`src/rtl/cache_read_controller_pkg.sv`:
```
// Shared types and constants for the direct-mapped read cache controller.
package cache_pkg;

    localparam int OFFSET_W       = 2;
    localparam int WORDS_PER_LINE = 4;

    typedef enum logic [1:0] {
        IDLE    = 2'd0,
        COMPARE = 2'd1,
        REFILL  = 2'd2,
        RESPOND = 2'd3
    } state_t;

endpackage

```
`src/rtl/cache_read_controller_if.sv`:
```
// CPU read port, flush/busy and memory refill bus of the read cache.
interface cache_read_controller_if #(
    parameter int ADDR_W = 8,
    parameter int WORD_W = 8
);
    logic              cpu_rd_req;
    logic [ADDR_W-1:0] cpu_addr;
    logic [WORD_W-1:0] cpu_rdata;
    logic              cpu_ready;
    logic              flush;
    logic              busy;
    logic              mem_rd_req;
    logic [ADDR_W-1:0] mem_addr;
    logic [WORD_W-1:0] mem_rdata;
    logic              mem_ack;

    modport master (
        output cpu_rd_req, cpu_addr, flush, mem_rdata, mem_ack,
        input  cpu_rdata, cpu_ready, busy, mem_rd_req, mem_addr
    );

    modport slave (
        input  cpu_rd_req, cpu_addr, flush, mem_rdata, mem_ack,
        output cpu_rdata, cpu_ready, busy, mem_rd_req, mem_addr
    );

endinterface

```
`src/rtl/cache_read_controller_word_multiplexer.sv`:
```
// 4:1 selector of an 8-bit word within a cache line.
module word_multiplexer (
    input  logic [7:0] data0x,
    input  logic [7:0] data1x,
    input  logic [7:0] data2x,
    input  logic [7:0] data3x,
    input  logic [1:0] sel,
    output logic [7:0] result
);

    always_comb begin
        result = data0x;
        case (sel)
            2'd0: result = data0x;
            2'd1: result = data1x;
            2'd2: result = data2x;
            2'd3: result = data3x;
            default: result = data0x;
        endcase
    end

endmodule

```
`src/rtl/cache_read_controller.sv`:
```
// Direct-mapped read-only cache: tag/valid/data flops plus hit/miss/refill FSM.
//
// state   | meaning
// IDLE    | waiting for a request; applies direct or pending flush
// COMPARE | tag lookup; hit -> respond, miss -> start line refill
// REFILL  | fetching 4 words of the line, one beat per mem_ack
// RESPOND | cpu_ready pulse with registered read data
module cache_read_controller
    import cache_pkg::*;
#(
    parameter int ADDR_W  = 8,
    parameter int INDEX_W = 3,
    parameter int WORD_W  = 8
) (
    input logic                     clk,
    input logic                     rst,
    cache_read_controller_if.slave  bus
);

    localparam int TAG_W = ADDR_W - INDEX_W - OFFSET_W;
    localparam int LINES = 2 ** INDEX_W;

    state_t state, state_nxt;

    logic [OFFSET_W-1:0] off;
    logic [INDEX_W-1:0]  idx;
    logic [TAG_W-1:0]    tag;

    logic [LINES-1:0]    valid;
    logic [TAG_W-1:0]    tag_arr  [LINES];
    logic [WORD_W-1:0]   data_arr [LINES][WORDS_PER_LINE];

    logic [WORD_W-1:0]   cpu_rdata_q, cpu_rdata_nxt;
    logic                cpu_ready_q, cpu_ready_nxt;
    logic                mem_rd_req_q, mem_rd_req_nxt;
    logic [ADDR_W-1:0]   mem_addr_q, mem_addr_nxt;
    logic [1:0]          word_cnt, word_cnt_nxt;
    logic                flush_pend, flush_pend_nxt;

    logic                hit;
    logic                clr_valid;
    logic                install;
    logic                data_we;
    logic [WORD_W-1:0]   mux_word;

    // Refill line location comes from the beat address so the install does not
    // depend on the CPU holding its address if it abandons the request.
    logic [INDEX_W-1:0]  ridx;
    logic [TAG_W-1:0]    rtag;

    assign off  = bus.cpu_addr[OFFSET_W-1:0];
    assign idx  = bus.cpu_addr[INDEX_W+OFFSET_W-1:OFFSET_W];
    assign tag  = bus.cpu_addr[ADDR_W-1:INDEX_W+OFFSET_W];
    assign ridx = mem_addr_q[INDEX_W+OFFSET_W-1:OFFSET_W];
    assign rtag = mem_addr_q[ADDR_W-1:INDEX_W+OFFSET_W];

    assign hit = valid[idx] && (tag_arr[idx] == tag);

    word_multiplexer u_word_mux (
        .data0x (data_arr[idx][0]),
        .data1x (data_arr[idx][1]),
        .data2x (data_arr[idx][2]),
        .data3x (data_arr[idx][3]),
        .sel    (off),
        .result (mux_word)
    );

    always_ff @(posedge clk or posedge rst) begin
        if (rst) begin
            state        <= IDLE;
            cpu_rdata_q  <= '0;
            cpu_ready_q  <= 1'b0;
            mem_rd_req_q <= 1'b0;
            mem_addr_q   <= '0;
            word_cnt     <= '0;
            flush_pend   <= 1'b0;
        end else begin
            state        <= state_nxt;
            cpu_rdata_q  <= cpu_rdata_nxt;
            cpu_ready_q  <= cpu_ready_nxt;
            mem_rd_req_q <= mem_rd_req_nxt;
            mem_addr_q   <= mem_addr_nxt;
            word_cnt     <= word_cnt_nxt;
            flush_pend   <= flush_pend_nxt;
        end
    end

    always_comb begin
        state_nxt      = state;
        cpu_rdata_nxt  = cpu_rdata_q;
        cpu_ready_nxt  = 1'b0;
        mem_rd_req_nxt = mem_rd_req_q;
        mem_addr_nxt   = mem_addr_q;
        word_cnt_nxt   = word_cnt;
        flush_pend_nxt = flush_pend | bus.flush;
        clr_valid      = 1'b0;
        install        = 1'b0;
        data_we        = 1'b0;
        case (state)
            IDLE: begin
                if (bus.flush || flush_pend) begin
                    clr_valid      = 1'b1;
                    flush_pend_nxt = 1'b0;
                end else if (bus.cpu_rd_req) begin
                    state_nxt = COMPARE;
                end
            end
            COMPARE: begin
                if (!bus.cpu_rd_req) begin
                    state_nxt = IDLE;
                end else if (hit) begin
                    cpu_rdata_nxt = mux_word;
                    cpu_ready_nxt = 1'b1;
                    state_nxt     = RESPOND;
                end else begin
                    word_cnt_nxt   = '0;
                    mem_rd_req_nxt = 1'b1;
                    mem_addr_nxt   = {tag, idx, 2'b00};
                    state_nxt      = REFILL;
                end
            end
            REFILL: begin
                if (bus.mem_ack && mem_rd_req_q) begin
                    data_we = 1'b1;
                    if (word_cnt != 2'd3) begin
                        word_cnt_nxt = word_cnt + 2'd1;
                        mem_addr_nxt = {mem_addr_q[ADDR_W-1:OFFSET_W], word_cnt + 2'd1};
                    end else begin
                        mem_rd_req_nxt = 1'b0;
                        install        = 1'b1;
                        state_nxt      = COMPARE;
                    end
                end
            end
            RESPOND: begin
                state_nxt = IDLE;
            end
            default: begin
                state_nxt = IDLE;
            end
        endcase
    end

    always_ff @(posedge clk or posedge rst) begin
        if (rst) begin
            valid <= '0;
        end else if (clr_valid) begin
            valid <= '0;
        end else if (install) begin
            valid[ridx] <= 1'b1;
        end
    end

    always_ff @(posedge clk) begin
        if (install) begin
            tag_arr[ridx] <= rtag;
        end
        if (data_we) begin
            data_arr[ridx][word_cnt] <= bus.mem_rdata;
        end
    end

    assign bus.cpu_rdata  = cpu_rdata_q;
    assign bus.cpu_ready  = cpu_ready_q;
    assign bus.mem_rd_req = mem_rd_req_q;
    assign bus.mem_addr   = mem_addr_q;
    assign bus.busy       = (state != IDLE);

endmodule

```
`src/flat_wrapper.sv`:
```
// flat-port wrapper written by rule: the top's interface ports become plain ports
module cache_read_controller_flat import cache_pkg::*;
#(
    parameter int ADDR_W  = 8,
    parameter int INDEX_W = 3,
    parameter int WORD_W  = 8
)
  (clk, rst, bus_cpu_rd_req, bus_cpu_addr, bus_flush, bus_mem_rdata, bus_mem_ack, bus_cpu_rdata, bus_cpu_ready, bus_busy, bus_mem_rd_req, bus_mem_addr);
  cache_read_controller_if #(.ADDR_W(ADDR_W), .WORD_W(WORD_W)) bus_i ();
  input logic clk;
  input logic rst;
  input wire logic [$bits(bus_i.cpu_rd_req)-1:0] bus_cpu_rd_req;
  input wire logic [$bits(bus_i.cpu_addr)-1:0] bus_cpu_addr;
  input wire logic [$bits(bus_i.flush)-1:0] bus_flush;
  input wire logic [$bits(bus_i.mem_rdata)-1:0] bus_mem_rdata;
  input wire logic [$bits(bus_i.mem_ack)-1:0] bus_mem_ack;
  output wire logic [$bits(bus_i.cpu_rdata)-1:0] bus_cpu_rdata;
  output wire logic [$bits(bus_i.cpu_ready)-1:0] bus_cpu_ready;
  output wire logic [$bits(bus_i.busy)-1:0] bus_busy;
  output wire logic [$bits(bus_i.mem_rd_req)-1:0] bus_mem_rd_req;
  output wire logic [$bits(bus_i.mem_addr)-1:0] bus_mem_addr;
  assign bus_i.cpu_rd_req = bus_cpu_rd_req;
  assign bus_i.cpu_addr = bus_cpu_addr;
  assign bus_i.flush = bus_flush;
  assign bus_i.mem_rdata = bus_mem_rdata;
  assign bus_i.mem_ack = bus_mem_ack;
  assign bus_cpu_rdata = bus_i.cpu_rdata;
  assign bus_cpu_ready = bus_i.cpu_ready;
  assign bus_busy = bus_i.busy;
  assign bus_mem_rd_req = bus_i.mem_rd_req;
  assign bus_mem_addr = bus_i.mem_addr;
  cache_read_controller #(.ADDR_W(ADDR_W), .INDEX_W(INDEX_W), .WORD_W(WORD_W)) u_core (.clk(clk), .rst(rst), .bus(bus_i));
endmodule
```
`config.mk`:
```
export PLATFORM = sky130hd
export DESIGN_NAME = cache_read_controller_flat
export DESIGN_NICKNAME = d
export VERILOG_FILES = /design/src/rtl/cache_read_controller_pkg.sv /design/src/rtl/cache_read_controller_if.sv /design/src/rtl/cache_read_controller_word_multiplexer.sv /design/src/rtl/cache_read_controller.sv /design/src/flat_wrapper.sv
export SDC_FILE = /design/constraint.sdc
export NUM_CORES = 1
export LEC_CHECK = 0
export CAP_MARGIN = 20
export CORE_AREA = 3 3 207 209
export CTS_CLUSTER_DIAMETER = 30
export CTS_CLUSTER_SIZE = 10
export DETAILED_ROUTE_END_ITERATION = 7
export DIE_AREA = 0 0 210 212
export GPL_TIMING_DRIVEN = 1
export PLACE_DENSITY_LB_ADDON = 0.25
export RECOVER_POWER = 25
export REMOVE_ABC_BUFFERS = 1
export SETUP_SLACK_MARGIN = 0.3
export SYNTH_ARGS = -nofsm -noshare
export SYNTH_HDL_FRONTEND = slang
export SYNTH_SLANG_ARGS = --single-unit
```
`constraint.sdc`:
```
create_clock -name clk -period 2.6 [get_ports clk]
set_input_delay 0.65 -clock clk [delete_from_list [all_inputs] [get_ports clk]]
set_output_delay 0.65 -clock clk [all_outputs]
set_load 0.01 [all_outputs]
```
==> flow_metrics.py <==
metrics = {
    "finish": {
        "finish.instance_area_um2": 15900,
        "drive_above_1_share_pct": 26.6,
        "final_util_pct": 38.8,
        "n_antenna_cell": 0,
        "fin_nets": 831,
        "syn_to_final_growth_pct": 29.6,
    },
    "logic_synthesis": {
        "synth_edf_count": 280,
        "async_reset_ff_share_pct": 9.39,
        "yosys.area.top_type_share_pct": 68.5,
        "synth.area.top_cells": "edfxtp_1 69%, mux2i_1 6.9%, mux4_2 6.2%, dfrtp_1 5.9%, a22oi_1 2.3%",
        "yosysSeqAreaShare_pct": 74.5,
        "yosysWarningCount": 0,
        "synth_common_cells": "280 x edfxtp_1, 85 x mux2i_1, 46 x nor2_1",
        "synth_seq_cells": 309,
        "synthCells": 652,
        "syn_area_um2": 12300,
        "synth_most_common_cell": "edfxtp_1",
        "netlist.top_cell.by_area": "edfxtp_1",
        "synth_cell_types": 45,
        "synth_area_per_cell_um2": 18.8,
        "ys.flop_type": "edfxtp_1",
    },
    "clock_network": {
        "insertion_delay_ns": 0.56,
        "cts_root_buf": "clkbuf_16",
        "htreeDepth": 3,
        "cts.path.max_buffers": 3,
        "cts_tree": "built",
        "cts_inserted_buffers": 67,
        "clock_sinks": 309,
        "clk_pin_slew_worst_paths_ns": 0.04,
    },
    "sta": {
        "finalHoldViolCount": 0,
        "period_minus_slack_ns": 2.33,
        "max_slew.worst_pin.slew_ns": 1.56,
        "post-route-period-util_pct": 89.5,
        "finalSetupViolCount": 0,
        "max_freq_ghz": 0.430,
        "rsz0062_at_grt": "false",
        "hold_ws_ns": 0.485,
        "slew_headroom_pct": -4.07,
        "timing.final.max_slew_violations": 66,
        "finClkSkew_ns": 0.0211,
    },
    "routing": {
        "drc": 0,
        "routed_wl_um": 28900,
        "num_vias": 6381,
        "vias_per_cell": 4.59,
        "wl_per_cell_um": 20.8,
        "dr.pass1.iters": 5,
        "ant_nets": 0,
        "drt_iter0_drc": 332,
    },
    "worst_setup_path": {
        "crit_path_top_delay_cell": "clkdlybuf4s50_1",
        "cp_cell_sequence": "clkdlybuf4s50_1",
        "end_kind": "output port",
        "crit_buf_inv": 1,
        "setup.worst_path.start_class": "flop",
        "critPathKind": "reg -> out",
        "critical_path.top_delay_family": "buffers and inverters",
        "required_ns": 1.95,
        "crit_path_max_fanout": 10,
        "max_stage_delay_ns": 0.60,
        "worst_ep_arrival_time_ns": 1.68,
        "rrSetupSlack_ns": 0.57,
    },
    "global_route": {
        "antenna_found_initial": 0,
        "grt_pass1_vias": 6821,
        "gr-total-overflow": 0,
        "grt_pass1_wl_um": 44000,
        "grt_usage_pct": 13.3,
        "grt_max_degree": 33,
    },
    "worst_hold_path": {
        "hp-class": "reg -> reg",
    },
    "placement": {
        "routabilityCongestion": 0.787,
        "post_dp_cell_area_um2": 13700,
        "port_buffers": 39,
        "hpwl_um": 18600,
    },
    "floorplan": {
        "die_area_um2": 44500,
        "start_util_pct": 29.9,
        "num_rows": 74,
        "core_area_um2": 41000,
        "die-width_um": 210,
        "io_pins": 40,
        "die_y_um": 212,
    },
    "power_and_ir_drop": {
        "p_per_area_nw_per_um2": 932,
        "vdd_ir_drop_max_uv": 590,
        "p_leak_nw": 5.61,
    },
    "status": {
        "violations": "max-capacitance violations, max-slew violations",
        "status": "finished, violations left",
    },
    "flow_run": {
        "cap_violations": 2,
    },
}
## power by group
group / switching [mW] / total (mW) / leakage [nW] / internal, mW
sequential: 0.174 / 5.83 / 2.90 / 5.66
combinational: 0.719 / 1.24 / 1.71 / 0.525
clock: 2.58 / 7.75 / 1.01 / 5.17
total: 3.47 / 14.8 / 5.61 / 11.3
## layout by cell type, fill, tap and decap left out, types with 7 or more instances in the layout
cell type,n
a22oi_1,36
a32oi_1,8
buf_12,7
buf_4,64
clkbuf_1,20
clkbuf_16,70
clkdlybuf4s50_1,30
clkinv_1,10
clkinv_2,7
clkinvlp_4,8
dfrtp_1,25
edfxtp_1,280
mux2_4,8
mux2i_1,85
mux4_2,34
nand2_1,11
nand3_1,18
nor2_1,46
o21a_1,8
o221ai_1,8
## metal layers
metal / global-route usage (%) / part of all wire, % / up-vias / routed length, um
met2: 22.0 / 49 / 121 / 14000
li1: - / - / 2976 / -
met1: 17.5 / 46 / 3236 / 13200
met4: 4.60 / 2.2 / 0 / 630
met3: 2.97 / 3.5 / 48 / 1010
met5: 0 / 0 / - / 0
## flip-flops by register name (all words and copies together), names as in the netlist
signal and cells:
u_core.state 2, u_core.tag_arr 24, u_core.bus.cpu_rdata 8, u_core.word_cnt 1, u_core.valid 8, u_core.flush_pend 1, u_core.bus.cpu_ready 1, u_core.data_arr 256
u_core.bus.mem_addr 7, u_core.bus.mem_rd_req 1
## through the flow
step	setup WS, ns	std cells	total power [mW]	setup TNS [ns]
floorplan	-0.160	621	6.38	-1.57
global placement	-0.214	1265	7.13	-2.96
detailed placement	-0.324	1265	7.14	-4.66
CTS	0.224	1387	15.0	0
global route	0.179	1390	15.4	0
finish	0.272	1390	14.8	0
## layout make-up
cell class	count	area (um^2)
timing repair buffer	115	1030
clock buffer	87	1840
sequential	309	9140
tap	532	666
fill	3734	25100
clock inverter	34	285
multi-input combinational	307	2920
inverter	6	22.5
## cell families (layout without fill, tap and decap cells)
group,Yosys count,count (layout),share of synthesized area [%]
flip-flops,309,309,74.5
AND/OR/NAND/NOR,93,94,3.63
buffers and inverters,37,242,1.91
AO/OA/AOI/OAI,76,76,4.90
adder cells (fa/ha/maj),4,4,0.408
multiplexers,133,133,14.7
## final timing paths
check                      cells after the start                    from                     end
max in group asynchronous                      3                     rst  u_core.bus.mem_addr[4]
setup / recovery                               1  u_core.bus.mem_addr[5]         bus_mem_addr[5]
hold / removal                                 2       u_core.flush_pend       u_core.flush_pend
setup reg to reg                               6         u_core.valid[7]  u_core.bus.mem_addr[7]
hold reg to reg                                2       u_core.flush_pend       u_core.flush_pend
min in group asynchronous                      3                     rst  u_core.bus.mem_addr[6]
## repair_timing
item	CTS	global route
endpoints found under the setup margin	21	17
gates cloned	1	0
hold buffers	0	0
gates resized for setup	8	7
setup buffers	0	3
pin swaps	1	2
hold endpoints to repair	0	0
No activity file was read; power rests on OpenSTA's default activity.
